[config.mk]
export PLATFORM = sky130hd
export DESIGN_NAME = hazard_check
export DESIGN_NICKNAME = d
export VERILOG_FILES = /design/src/rtl/hazard_check_pkg.sv /design/src/rtl/hazard_check_scoreboard.sv /design/src/rtl/hazard_check.sv
export SDC_FILE = /design/constraint.sdc
export NUM_CORES = 1
export LEC_CHECK = 0
export BUFFER_PORTS_ARGS = -buffer_cell sky130_fd_sc_hd__buf_2
export CAP_MARGIN = 20
export CORE_MARGIN = 2
export CORE_UTILIZATION = 50
export DETAILED_ROUTE_END_ITERATION = 8
export PLACE_DENSITY = 0.86
export SLEW_MARGIN = 20
export SYNTH_ARGS = -nofsm -noshare
export SYNTH_HDL_FRONTEND = slang
export SYNTH_SLANG_ARGS = --single-unit
[constraint.sdc]
create_clock -name CLK -period 7 [get_ports CLK]
set_input_delay 1.05 -clock CLK [delete_from_list [all_inputs] [get_ports CLK]]
set_output_delay 1.05 -clock CLK [all_outputs]
set_load 0.02 [all_outputs]
[src/rtl/hazard_check_pkg.sv]
// Shared types and constants for the decode->schedule hazard stage.
package hazard_check_pkg;

    localparam int REG_W    = 5;
    localparam int NUM_REGS = 32;

    localparam logic [6:0] BUBBLE_OPCODE = 7'd0;

    // Destination of an instruction still killable by a flush.
    typedef struct packed {
        logic             valid;
        logic [REG_W-1:0] rd;
    } slot_t;

    localparam slot_t SLOT_NONE = '{valid: 1'b0, rd: '0};

    // Registered instruction fields handed to schedule.
    typedef struct packed {
        logic [31:0]      pc;
        logic [6:0]       opcode;
        logic [REG_W-1:0] rd;
        logic [11:0]      csr;
        logic [2:0]       funct3;
        logic [6:0]       funct7;
        logic [31:0]      imm;
    } stage_t;

    localparam stage_t STAGE_BUBBLE = '{
        pc: '0, opcode: BUBBLE_OPCODE, rd: '0, csr: '0,
        funct3: '0, funct7: '0, imm: '0
    };

endpackage

[src/rtl/hazard_check_scoreboard.sv]
// Pending-write scoreboard: one bit per architectural register, x0 never set.
module hazard_check_scoreboard
    import hazard_check_pkg::*;
(
    input  logic             CLK,
    input  logic             RST,
    input  logic             set_en,
    input  logic [REG_W-1:0] set_idx,
    input  logic             wb_en,
    input  logic [REG_W-1:0] wb_idx,
    input  logic             fl0_en,
    input  logic [REG_W-1:0] fl0_idx,
    input  logic             fl1_en,
    input  logic [REG_W-1:0] fl1_idx,
    input  logic [REG_W-1:0] rs1_idx,
    input  logic [REG_W-1:0] rs2_idx,
    input  logic [REG_W-1:0] rd_idx,
    output logic             rs1_pend,
    output logic             rs2_pend,
    output logic             rd_pend
);

    localparam logic [NUM_REGS-1:0] ONE = NUM_REGS'(1);

    logic [NUM_REGS-1:0] pend_q, pend_d;
    logic [NUM_REGS-1:0] set_oh, clr_oh;

    always_comb begin
        set_oh = set_en ? (ONE << set_idx) : '0;
        clr_oh = '0;
        if (wb_en)  clr_oh = clr_oh | (ONE << wb_idx);
        if (fl0_en) clr_oh = clr_oh | (ONE << fl0_idx);
        if (fl1_en) clr_oh = clr_oh | (ONE << fl1_idx);
    end

    // Set wins over clear for the same index.
    always_comb begin
        pend_d    = (pend_q & ~clr_oh) | set_oh;
        pend_d[0] = 1'b0;
        if (RST) pend_d = '0;
    end

    always_ff @(posedge CLK) begin
        pend_q <= pend_d;
    end

    assign rs1_pend = pend_q[rs1_idx];
    assign rs2_pend = pend_q[rs2_idx];
    assign rd_pend  = pend_q[rd_idx];

endmodule

[src/rtl/hazard_check.sv]
// Decode->schedule stage: registers decoded fields and stalls decode on RAW/WAW hazards.
module hazard_check
    import hazard_check_pkg::*;
(
    input  logic             CLK,
    input  logic             RST,
    input  logic             FLUSH,
    input  logic             STALL,
    input  logic             MEM_WAIT,
    input  logic             DECODE_VALID,
    input  logic [31:0]      DECODE_PC,
    input  logic [6:0]       DECODE_OPCODE,
    input  logic [REG_W-1:0] DECODE_RD,
    input  logic             DECODE_RD_WRITE,
    input  logic [REG_W-1:0] DECODE_RS1,
    input  logic             DECODE_RS1_USE,
    input  logic [REG_W-1:0] DECODE_RS2,
    input  logic             DECODE_RS2_USE,
    input  logic [11:0]      DECODE_CSR,
    input  logic [2:0]       DECODE_FUNCT3,
    input  logic [6:0]       DECODE_FUNCT7,
    input  logic [31:0]      DECODE_IMM,
    input  logic             WB_VALID,
    input  logic [REG_W-1:0] WB_RD,
    output logic             CHECK_STALL,
    output logic             CHECK_VALID,
    output logic [31:0]      CHECK_PC,
    output logic [6:0]       CHECK_OPCODE,
    output logic [REG_W-1:0] CHECK_RD,
    output logic [11:0]      CHECK_CSR,
    output logic [2:0]       CHECK_FUNCT3,
    output logic [6:0]       CHECK_FUNCT7,
    output logic [31:0]      CHECK_IMM
);

    logic   trk, hold, hz, issue;
    logic   rs1_pend, rs2_pend, rd_pend;
    stage_t dec;
    stage_t stage_q, stage_d;
    logic   valid_q, valid_d;
    slot_t  slot0_q, slot0_d, slot1_q, slot1_d;

    assign trk  = DECODE_RD_WRITE && (DECODE_RD != '0);
    assign hold = STALL || MEM_WAIT;

    // Checked against registered pend only; a writeback frees the stall a cycle later.
    assign hz = DECODE_VALID &&
                ((DECODE_RS1_USE && (DECODE_RS1 != '0) && rs1_pend) ||
                 (DECODE_RS2_USE && (DECODE_RS2 != '0) && rs2_pend) ||
                 (trk && rd_pend));

    assign issue = DECODE_VALID && !hz && !hold && !FLUSH && !RST;

    assign dec = '{
        pc: DECODE_PC, opcode: DECODE_OPCODE, rd: DECODE_RD, csr: DECODE_CSR,
        funct3: DECODE_FUNCT3, funct7: DECODE_FUNCT7, imm: DECODE_IMM
    };

    hazard_check_scoreboard u_sb (
        .CLK      (CLK),
        .RST      (RST),
        .set_en   (issue && trk),
        .set_idx  (DECODE_RD),
        .wb_en    (WB_VALID),
        .wb_idx   (WB_RD),
        .fl0_en   (FLUSH && slot0_q.valid),
        .fl0_idx  (slot0_q.rd),
        .fl1_en   (FLUSH && slot1_q.valid),
        .fl1_idx  (slot1_q.rd),
        .rs1_idx  (DECODE_RS1),
        .rs2_idx  (DECODE_RS2),
        .rd_idx   (DECODE_RD),
        .rs1_pend (rs1_pend),
        .rs2_pend (rs2_pend),
        .rd_pend  (rd_pend)
    );

    always_comb begin
        stage_d = stage_q;
        valid_d = valid_q;
        slot0_d = slot0_q;
        slot1_d = slot1_q;
        if (RST || FLUSH) begin
            stage_d = STAGE_BUBBLE;
            valid_d = 1'b0;
            slot0_d = SLOT_NONE;
            slot1_d = SLOT_NONE;
        end else if (!hold) begin
            // slot1 leaving here is committed to exec; its pend bit waits for writeback.
            slot1_d = slot0_q;
            if (issue) begin
                stage_d = dec;
                valid_d = 1'b1;
                slot0_d = '{valid: trk, rd: DECODE_RD};
            end else begin
                stage_d = STAGE_BUBBLE;
                valid_d = 1'b0;
                slot0_d = SLOT_NONE;
            end
        end
    end

    always_ff @(posedge CLK) begin
        stage_q <= stage_d;
        valid_q <= valid_d;
        slot0_q <= slot0_d;
        slot1_q <= slot1_d;
    end

    assign CHECK_STALL  = hz;
    assign CHECK_VALID  = valid_q;
    assign CHECK_PC     = stage_q.pc;
    assign CHECK_OPCODE = stage_q.opcode;
    assign CHECK_RD     = stage_q.rd;
    assign CHECK_CSR    = stage_q.csr;
    assign CHECK_FUNCT3 = stage_q.funct3;
    assign CHECK_FUNCT7 = stage_q.funct7;
    assign CHECK_IMM    = stage_q.imm;

endmodule

# After elaboration in Yosys (flattened, before gate mapping)
# Cells that the tools add are included.
dict set report totals {
  reg_bits 143
  inputBits 123
  out_inout_bits 100
  wordCells 64
}
dict set report classes {
  magnitude_cmp 3
  shifts 4
  mux 13
  n_bitwise 5
  reduce_logical 25
}
# op count
set op_table {}
lappend op_table {{$mux 32} 4}
lappend op_table {{$shl 1x5->32 const A} 4}
lappend op_table {{$mux 98} 1}
lappend op_table {{$or 32x32->32} 3}
lappend op_table {{$and 32x32->32} 1}
lappend op_table {{$not 32->32} 1}
lappend op_table {{$lt 5x6->1 const B} 3}
lappend op_table {{$bmux 1 s5} 3}
lappend op_table {{$reduce_bool 5->1} 3}
lappend op_table {{$logic_and 1x1->1} 14}
lappend op_table {{$mux 6} 1}
lappend op_table {{$logic_not 1->1} 4}
lappend op_table {{$logic_or 1x1->1} 4}
lappend op_table {{$mux 1} 4}

# Logic depth before layout (Yosys ltp)
# Gate-level depths: netlist of the first run.
dict set report depth {
  word_depth 14
  depth_mapped 10
}

# Hierarchy
# Synthesis of the first run repeated with hierarchy kept, for this count alone.
dict set report hier_totals {
  hier_cells 839
  hier_area_um2 6906.6
}
# module instances cells_per_inst area_each_um2
set modules_own_cells {}
lappend modules_own_cells {hazard_check 1 491 4040.1}
lappend modules_own_cells {hazard_check_scoreboard 1 348 2866.5}

# Worst setup path after synthesis of the first run
# Ideal clock, no wire load.
dict set report synth_timing {
  path_type {input -> output}
  from {input DECODE_RD[0]}
  to {output CHECK_STALL}
  arrival_time_ps 2943
  required_time_ps 5950
  slack_ps 3007
  path_stages 10
  path_buffers 4
  cell_sequence {buf_4 > buf_6 > mux4_2 > o22ai_1 > o22ai_1 > o22ai_4 > nor2_2 > buf_6 > buf_6 > o21a_1}
}
dict set report synth_via {
  elab_chain_cells 5
}
# element line_no
set synth_rtl {}
lappend synth_rtl {{from (decl)} hazard_check.sv:13} ;# input logic [REG_W-1:0] DECODE_RD,
lappend synth_rtl {{$bmux 1 s5 or $reduce_bool 5->1 (tied branches)} {hazard_check_scoreboard.sv:49, hazard_check.sv:43}}
lappend synth_rtl {{$mux 1 (implied by the code) or $logic_and 1x1->1 (tied branches)} {hazard_check_scoreboard.sv:49, hazard_check.sv:43}}
lappend synth_rtl {{$logic_and 1x1->1 (*)} hazard_check.sv:50} ;# (trk && rd_pend));
lappend synth_rtl {{$logic_or 1x1->1 (*)} hazard_check.sv:49} ;# (DECODE_RS2_USE && (DECODE_RS2 != '0) && rs2_pend) ||
lappend synth_rtl {{$logic_and 1x1->1 (*)} hazard_check.sv:47} ;# assign hz = DECODE_VALID &&
lappend synth_rtl {{to (decl)} hazard_check.sv:25} ;# output logic CHECK_STALL,
# Mark *: on every way between the ends. The rest lies on a longest branch, timed or not. The select of a mux whose other input is x is not followed.

# Worst setup path after layout of the first run
dict set report layout_timing {
  from {input DECODE_RS2[1]}
  to {output CHECK_STALL}
}
dict set report layout_via {
  elab_chain_cells 6
}
# element line_no
set layout_rtl {}
lappend layout_rtl {{from (decl)} hazard_check.sv:17} ;# input logic [REG_W-1:0] DECODE_RS2,
lappend layout_rtl {{$bmux 1 s5 or $reduce_bool 5->1 (tied branches)} {hazard_check_scoreboard.sv:48, hazard_check.sv:49}}
lappend layout_rtl {{$mux 1 (implied by the code) or $logic_and 1x1->1 (tied branches)} {hazard_check_scoreboard.sv:48, hazard_check.sv:49}}
lappend layout_rtl {{$logic_and 1x1->1 (*)} hazard_check.sv:49}
lappend layout_rtl {{$logic_or 1x1->1 (*)} hazard_check.sv:48} ;# ((DECODE_RS1_USE && (DECODE_RS1 != '0) && rs1_pend) ||
lappend layout_rtl {{$logic_or 1x1->1 (*)} hazard_check.sv:49}
lappend layout_rtl {{$logic_and 1x1->1 (*)} hazard_check.sv:47}
# Marked as above.

==> results of run 1 <==
## stage by stage
step / setup slack, ps / instances / cell area [µm²]
final: 2980 / 1216 / 8820
after global routing: 2860 / 1215 / 8820
after CTS: 2980 / 1213 / 8810
after detailed placement: 2760 / 1181 / 8250
after global placement: 2850 / 1181 / 8250
after floorplan: 3010 / 837 / 7200
## critical path: stages
cell,delay (ps)
sky130_fd_sc_hd__buf_2,220
sky130_fd_sc_hd__mux4_2,520
sky130_fd_sc_hd__nand2_1,80
sky130_fd_sc_hd__a21boi_1,60
sky130_fd_sc_hd__o31ai_1,530
sky130_fd_sc_hd__nand2_1,150
sky130_fd_sc_hd__o21a_1,200
sky130_fd_sc_hd__buf_2,170
## worst max path at each step
stage | from | end | cells past startpoint
2_1_floorplan | DECODE_RD[0] | CHECK_STALL | 10
3_3_place_gp | DECODE_RD[0] | CHECK_VALID | 9
3_5_place_dp | DECODE_RD[0] | CHECK_VALID | 8
4_1_cts | DECODE_RS2[1] | CHECK_STALL | 8
5_1_grt | DECODE_RS2[0] | CHECK_STALL | 8
6_report | DECODE_RS2[1] | CHECK_STALL | 8
## power by group through the flow
stage / registers (mW) / clock network (mW) / logic (mW)
4_1_cts: 0.790 / 0.847 / 0.156
2_1_floorplan: 0.813 / 0 / 0.0892
3_5_place_dp: 0.807 / 0 / 0.156
3_3_place_gp: 0.807 / 0 / 0.154
5_1_grt: 0.791 / 0.883 / 0.172
6_report: 0.790 / 0.841 / 0.157
## kinds of logic after synthesis
family	count (synthesis)
AND/OR/NAND/NOR	282
AO/OA/AOI/OAI	217
buffers and inverters	172
flip-flops	137
multiplexers	29
## layout by cell type (no fill, tap or decap), types with 16 or more instances in the layout
cell type,count
sky130_fd_sc_hd__a21oi_1,19
sky130_fd_sc_hd__buf_2,222
sky130_fd_sc_hd__clkbuf_16,17
sky130_fd_sc_hd__dfxtp_1,137
sky130_fd_sc_hd__inv_1,108
sky130_fd_sc_hd__mux4_2,16
sky130_fd_sc_hd__nand2_1,153
sky130_fd_sc_hd__nand2b_1,20
sky130_fd_sc_hd__nor2_1,33
sky130_fd_sc_hd__nor3b_1,23
sky130_fd_sc_hd__o21ai_0,20
sky130_fd_sc_hd__o221ai_1,28
sky130_fd_sc_hd__o31ai_1,69
sky130_fd_sc_hd__o31ai_2,58
## state kept, by name, indices dropped and copies added, names as in the netlist
| register | cells |
|---|---|
| CHECK_FUNCT7 | 7 |
| slot0_q | 1 |
| CHECK_PC | 32 |
| u_sb.pend_q | 31 |
| slot1_q | 6 |
| CHECK_VALID | 1 |
| CHECK_RD | 5 |
| CHECK_CSR | 12 |
| CHECK_FUNCT3 | 3 |
| CHECK_OPCODE | 7 |
| CHECK_IMM | 32 |
## final cells by class
class,instances,area [µm²]
Antenna cell,3,7.51
Clock buffer,19,433
Clock inverter,13,121
Fill cell,1196,5170
Inverter,108,405
Multi-Input combinational cell,528,3730
Sequential cell,137,2740
Tap cell,180,225
Timing Repair Buffer,228,1160
## layer usage
layer,wire (µm),up-vias
met5,0,-
met4,856,0
met3,2410,73
met2,11000,383
met1,8550,3269
li1,-,3305
==> run metrics, run 1 <==
ratio of total power to cell area 203 nW/µm²; H-tree level count 4; global-route track usage on met1 35.4%; detailed-router iteration count before antenna repair 5; worst hold slack after final layout 449 ps; routability cong. 1.04; ports placed on the boundary 223; # Post-CTS Setup Buffers 0; fin nets 1143; die area 15400 µm²; fraction of the cycle the final worst path needs 57.5%; worst hold path startpoint CHECK_OPCODE[4]; worst ir drop on vdd 0.150 mV; path type of the worst min-delay path flip-flop to flip-flop; minimum clock period 4020 ps; global-route usage over all layers 29.5%; post-synthesis share of cell area spent on and, or, nand and nor gates 18.5%; switching portion of total power 25.6%; synthesized area 7200 µm²; register clock-pin slew on the reported worst setup and hold paths 50 ps; final sum of negative setup slack 0 ps; largest net degree at the start of global routing 93; DPL Wire Length 16500 µm; synthesized instance count 837; Via density 5.78; hold buffer count at cts 0; post-cts sizing count 0; count of antenna-violating nets left after detailed routing 0; first-pass GRT wire length 34600 µm; distinct cell type count of the synthesized netlist 43; number of flops mapped to enable cells by yosys 0; worst hold stages 2; clock power share 47.0%; run status complete, no violations; drt initial violations 572; x dimension of the die 124 µm; worst slew pin tran 958 ps; post-synthesis compound-gate area fraction 26.1%; number of max-capacitance violations reported 0; data required time of the worst path 5950 ps; combinational family with the most area after synthesis compound AO/OA/AOI/OAI gates; portion of netlist area occupied by mux cells 6.96%; final setup skew 8.84 ps; most area-consuming cells after synthesis sky130_fd_sc_hd__dfxtp_1 38%, sky130_fd_sc_hd__o31ai_2 10%, sky130_fd_sc_hd__nand2_1 8.0%; xor and xnor area share after synthesis 0%; worst rel slew slack 36.2%; library cell occupying the most area in the post-synthesis netlist sky130_fd_sc_hd__dfxtp_1; Leakage 3.91 nW; endpoint of the worst-slack reg-to-reg timing path CHECK_IMM[13]; Max Transition Viols Final 0; setup repair after global routing missed its margin no; ranking of synthesized cells by instance count 153 x sky130_fd_sc_hd__nand2_1, 137 x sky130_fd_sc_hd__dfxtp_1, 108 x sky130_fd_sc_hd__inv_1; Final setup viols 0; TritonCTS clock tree yes; Crit Path Class input pin to output port; Post-route DRC 0; Syn Nets 960; area delta synth->final 22.4%; ys flop type sky130_fd_sc_hd__dfxtp_1; end of the worst hold path CHECK_OPCODE[4]; clock latency at the later pin of the worst-skew pair 410 ps; met3 Usage GRT 10.1%; area of the core region 14000 µm²; number of buffers created by CTS 17; maximum clock rate 249 MHz; logic gate share of total power 8.8%; arithmetic-cell share of the synthesized area counting full adders, half adders and majority gates 0%; sequential group share of total power 44.2%; mean instance size in the synthesized netlist 8.61 µm²; effective utilization at floorplan 51.5%; Tot Pwr 1.79 mW; Worst Reg-to-Reg Cells 8; detailed-route via count 7030; FP Rows 43; detail-routed net length per standard cell 18.8 µm; worst reg2reg path startpoint u_sb.pend_q[2]; CP Capture Type output port; floorplan die height 124 µm; endpoint arrival time on the critical path 2970 ps; buffer type at the clock tree root sky130_fd_sc_hd__clkbuf_16; share of synthesized flip-flops with an asynchronous set or reset 0%; Worst Setup Start Kind input pin; number of global-route vias before repair 6644; proportion of netlist area held by the largest area contributor 38.1%; number of sinks on the clock net 137; post-layout utilization of the core 63.0%; count of input and output buffers 222; Warnings, synthesis 0; number of antenna violations at the first check in global routing 2; grt total ovfl 0; flop2flop setup slack 3650 ps; fraction of met2 tracks used by global routing 47.4%; busiest layer in global routing met2; internal power of the cells 1.33 mW; Longest Clk Path Bufs 2; Synth Register Bits 137; most instantiated library cell after synthesis sky130_fd_sc_hd__nand2_1; drt total wl 22900 µm; share of layout cells above drive strength 1 34.2%; final hold viol count 0; sequential fraction of the synthesis area 38.1%; worst-path fanout max 10; net switching power 458 µW
Power figures use the tool's default switching activity.
==> run 2, diff against run 1 <==
CORE_UTILIZATION = 47   (was 50)
PLACE_DENSITY = 0.85   (was 0.86)
clock period = 3.62 ns   (was 7 ns; I/O delays follow)
==> run metrics, run 2 (same netlist as run 1, synthesis figures left out) <==
clock latency at the later pin of the worst-skew pair 410 ps; effective utilization at floorplan 47.7%; Final setup viols 0; final hold viol count 0; largest net degree at the start of global routing 124; Final WS setup 553 ps; worst-path fanout max 4; count of antenna-violating nets left after detailed routing 0; minimum clock period 3070 ps; routability cong. 0.970; ports placed on the boundary 223; first-pass GRT wire length 35400 µm; Via density 5.80; grt total ovfl 0; data required time of the worst path 3080 ps; Leakage 3.97 nW; setup slack at placement 487 ps; setup repair after global routing missed its margin no; floorplan die height 128 µm; die area 16300 µm²; run status complete, no violations; drt total wl 23000 µm; H-tree level count 4; detailed-router iteration count before antenna repair 6; endpoint arrival time on the critical path 2520 ps; global-route track usage on met1 34.8%; fraction of met2 tracks used by global routing 44.5%; detail-routed net length per standard cell 18.8 µm; area delta synth->final 23.7%; area of the core region 15100 µm²; ratio of total power to cell area 408 nW/µm²; global-route usage over all layers 27.6%; post-cts sizing count 0; busiest layer in global routing met2; buffer type at the clock tree root sky130_fd_sc_hd__clkbuf_16; Longest Clk Path Bufs 2; share of layout cells above drive strength 1 34.3%; number of global-route vias before repair 6787; CP Capture Type output port; DPL Wire Length 16400 µm; number of max-capacitance violations reported 0; TritonCTS clock tree yes; FP Rows 45; worst rel slew slack 27.3%; number of inserted filler cells in the final layout 1348; most frequent cells in the layout 222 x sky130_fd_sc_hd__buf_2, 153 x sky130_fd_sc_hd__nand2_1, 137 x sky130_fd_sc_hd__dfxtp_1, 108 x sky130_fd_sc_hd__inv_1, 69 x sky130_fd_sc_hd__o31ai_1; number of antenna violations at the first check in global routing 2; path type of the worst min-delay path input pin to flip-flop; number of sinks on the clock net 137; final sum of negative setup slack 0 ps; number of buffers created by CTS 17; Seq. cell area 2740 µm²; met3 Usage GRT 7.68%; fraction of the cycle the final worst path needs 84.7%; fin nets 1143; worst ir drop on vdd 0.326 mV; most common cell after layout, fill and taps aside sky130_fd_sc_hd__buf_2; drt initial violations 609; hold buffer count at cts 0; Worst Setup Start Kind flip-flop; worst hold slack after final layout 376 ps; worst slew pin tran 1080 ps; Crit Path Class flip-flop to output port; count of input and output buffers 222; register clock-pin slew on the reported worst setup and hold paths 60 ps; x dimension of the die 128 µm; Max Transition Viols Final 0; Post-route DRC 0; # Post-CTS Setup Buffers 0; final setup skew 8.32 ps; area taken by multi-input logic gates 3720 µm²; detailed-route via count 7099; maximum clock rate 326 MHz
==> run 2: path summary, 6_finish.rpt <==
| kind | start | to | slack (ps) | depth (start not counted) |
|---|---|---|---|---|
| setup / recovery | u_sb.pend_q[14] | CHECK_STALL | 550 | 7 |
| hold / removal | DECODE_IMM[28] | CHECK_IMM[28] | 380 | 3 |
| setup reg to reg | u_sb.pend_q[14] | CHECK_IMM[4] | 810 | 7 |
| hold reg to reg | CHECK_IMM[22] | CHECK_IMM[22] | 440 | 2 |
==> run 2: through the flow <==
stage               total power [mW]  area, µm²  instances  util, %
global route                    3.74       8910       1223     59.1
global placement                1.86       8300       1189     55.0
finish                          3.64       8910       1223     59.1
floorplan                       1.75       7200        837        -
CTS                             3.65       8910       1221     59.0
detailed placement              1.87       8300       1189     55.0
==> run 2: worst max-delay path, stage by stage, from the launching register on <==
cell	delay, ps
sky130_fd_sc_hd__dfxtp_1	390
sky130_fd_sc_hd__mux4_2	500
sky130_fd_sc_hd__nand2_1	80
sky130_fd_sc_hd__a21boi_1	60
sky130_fd_sc_hd__o31ai_1	570
sky130_fd_sc_hd__nand2_1	120
sky130_fd_sc_hd__o21a_1	230
sky130_fd_sc_hd__buf_2	170
==> run 2: cell type report <==
| cell class | count | share of cell area [%] |
|---|---|---|
| antenna | 2 | 0.0561 |
| multi-input combinational | 528 | 41.8 |
| inverter | 108 | 4.55 |
| timing repair buffer | 228 | 13.4 |
| sequential | 137 | 30.8 |
| tap | 188 | 2.64 |
| clock buffer | 17 | 4.77 |
| clock inverter | 15 | 2.08 |
==> run 2: report_power, final <==
part / switching, mW / internal [mW] / total, mW / leakage, nW
clock: 0.698 / 1.10 / 1.80 / 0.301
combinational: 0.203 / 0.108 / 0.312 / 2.56
sequential: 0.00807 / 1.52 / 1.53 / 1.10
==> run 2: metal layers <==
metal | up-vias | routed length [µm]
li1 | 3314 | -
met1 | 3341 | 8920
met2 | 385 | 11100
met3 | 59 | 2340
met4 | 0 | 702
met5 | - | 0
==> run 3, diff against run 2 <==
ABC_AREA = 1   (was default)
clock period = 2.6 ns   (was 3.62 ns; I/O delays follow)
==> run metrics, run 3 <==
most area-consuming cells after synthesis sky130_fd_sc_hd__dfxtp_1 39%, sky130_fd_sc_hd__nand2_1 13%, sky130_fd_sc_hd__nand3_1 12%; detailed-router iteration count before antenna repair 5; number of sinks on the clock net 137; Syn Nets 1164; end of the worst hold path CHECK_PC[14]; Longest Clk Path Bufs 2; buffer type at the clock tree root sky130_fd_sc_hd__clkbuf_16; final hold viol count 0; ports placed on the boundary 223; Warnings, synthesis 0; max incr delay on CP 460 ps; worst rel slew slack 46.0%; endpoint arrival time on the critical path 2010 ps; TritonCTS clock tree yes; clock latency at the later pin of the worst-skew pair 440 ps; most frequent cells in the layout 254 x sky130_fd_sc_hd__nand2_1, 222 x sky130_fd_sc_hd__buf_2, 166 x sky130_fd_sc_hd__nand3_1, 139 x sky130_fd_sc_hd__a21oi_1, 137 x sky130_fd_sc_hd__dfxtp_1; library cell occupying the most area in the post-synthesis netlist sky130_fd_sc_hd__dfxtp_1; synthesized area 7100 µm²; x dimension of the die 127 µm; effective utilization at floorplan 48.5%; drt initial violations 763; most frequent cell on the critical path sky130_fd_sc_hd__nand2_1; worst hold path startpoint DECODE_PC[14]; sequential fraction of the synthesis area 38.6%; global-route usage over all layers 30.5%; Worst Setup Start Kind flip-flop; worst ir drop on vdd 0.511 mV; ys flop type sky130_fd_sc_hd__dfxtp_1; number of flops mapped to enable cells by yosys 0; detail-routed net length per standard cell 17.6 µm; metal2 WL 11900 µm; ranking of synthesized cells by instance count 254 x sky130_fd_sc_hd__nand2_1, 166 x sky130_fd_sc_hd__nand3_1, 139 x sky130_fd_sc_hd__a21oi_1; worst reg2reg path startpoint u_sb.pend_q[16]; Leakage 3.45 nW; proportion of netlist area held by the largest area contributor 38.6%; final sum of negative setup slack 0 ps; mean instance size in the synthesized netlist 6.82 µm²; number of max-capacitance violations reported 0; detailed-route via count 8281; Max Transition Viols Final 0; Tot Pwr 5.00 mW; area delta synth->final 24.1%; Worst Reg-to-Reg Cells 15; share of layout cells above drive strength 1 24.1%; worst hold stages 3; post-cts sizing count 0; first-pass GRT wire length 38800 µm; worst-path fanout max 3; hold buffer count at cts 0; Via density 5.82; die area 16100 µm²; count of input and output buffers 222; worst slew pin tran 809 ps; # Post-CTS Setup Buffers 0; grt total ovfl 0; largest net degree at the start of global routing 107; drt total wl 25100 µm; most common cell after layout, fill and taps aside sky130_fd_sc_hd__nand2_1; register clock-pin slew on the reported worst setup and hold paths 70 ps; number of global-route vias before repair 7686; Final setup viols 0; most instantiated library cell after synthesis sky130_fd_sc_hd__nand2_1; Synth Register Bits 137; data required time of the worst path 2210 ps; final setup skew 12.8 ps; ratio of total power to cell area 567 nW/µm²; number of antenna violations at the first check in global routing 5; top layer reached by signal wires met4; H-tree level count 4; minimum clock period 2400 ps; sum of met3 wire segment lengths after detailed routing 2930 µm; FP Rows 44; Crit Path Class flip-flop to output port; flop2flop setup slack 520 ps; Post-route DRC 0; Worst path slowest cell sky130_fd_sc_hd__dfxtp_1; floorplan die height 127 µm; fin nets 1345; CP Capture Type output port; share of synthesized flip-flops with an asynchronous set or reset 0%; number of buffers created by CTS 17; wl on met1 9300 µm; endpoint of the worst-slack reg-to-reg timing path CHECK_FUNCT7[4]; distinct cell type count of the synthesized netlist 31; synthesized instance count 1041; setup repair after global routing missed its margin no; area of the core region 14600 µm²; run status complete, no violations; DPL Wire Length 18200 µm; ordered list of cells on the worst path inv_1 > nand2_1 > o21ai_0 > a21oi_1 > nor2_1 > nand2_1 > nand3_1 > nand2_1 > o21ai_1 > inv_1 > buf_2; fraction of the cycle the final worst path needs 92.5%; routability cong. 0.999; maximum clock rate 416 MHz; count of antenna-violating nets left after detailed routing 0; path type of the worst min-delay path input pin to flip-flop
-- run 3: layout make-up --
type,instances,area [µm²]
tap,184,230
sequential,137,2740
multi-input combinational,758,3680
inverter,68,255
timing repair buffer,240,1320
antenna,5,12.5
clock buffer,18,439
fill,1376,5830
clock inverter,14,133
-- run 3: routing by layer --
layer,track usage [%],up-vias
li1,-,3941
met1,36.1,3787
met2,49.3,478
met3,10.4,75
met4,15.6,0
met5,0,-
-- run 3: logic make-up after synthesis --
| kind of cell | after synthesis | synth area share (%) |
|---|---|---|
| AOI/OAI and AO/OA | 194 | 15.5 |
| buffers and inverters | 146 | 9.71 |
| DFF | 137 | 38.6 |
| and+or+nand+nor | 564 | 36.2 |
-- run 3: metrics by stage --
stage,area (µm²),worst slack [ps],utilization (%),cells,hold slack [ps]
after floorplan,7100,673,-,1041,441
after global placement,8230,269,56.2,1387,449
after detailed placement,8230,208,56.2,1387,452
after CTS,8800,141,60.1,1419,205
after global routing,8810,30.5,60.2,1424,206
final,8810,196,60.2,1424,214
-- run 3: worst max path at each step --
stage               slack (ps)  cells past startpoint              end       startpoint
global placement           270                     10      CHECK_STALL     DECODE_RD[2]
finish                     200                     11      CHECK_STALL  u_sb.pend_q[23]
detailed placement         210                     15  CHECK_FUNCT7[4]    DECODE_RS1[0]
global route                30                     11      CHECK_STALL  u_sb.pend_q[23]
CTS                        140                     11      CHECK_STALL  u_sb.pend_q[23]
floorplan                  670                     11      CHECK_STALL     DECODE_RD[1]
-- run 3: power by group --
part           switching (mW)  leakage (nW)  total [mW]  internal, mW
registers             0.00607          1.10        2.11          2.11
clock network            1.07         0.269        2.35          1.28
logic                   0.360          2.08       0.536         0.176
-- run 3: critical path: cells and delay by family, from the launching register on --
family	cells	cell delay, ps
buffers and inverters	3	320
DFF	1	460
AOI/OAI and AO/OA	3	350
and+or+nand+nor	5	450
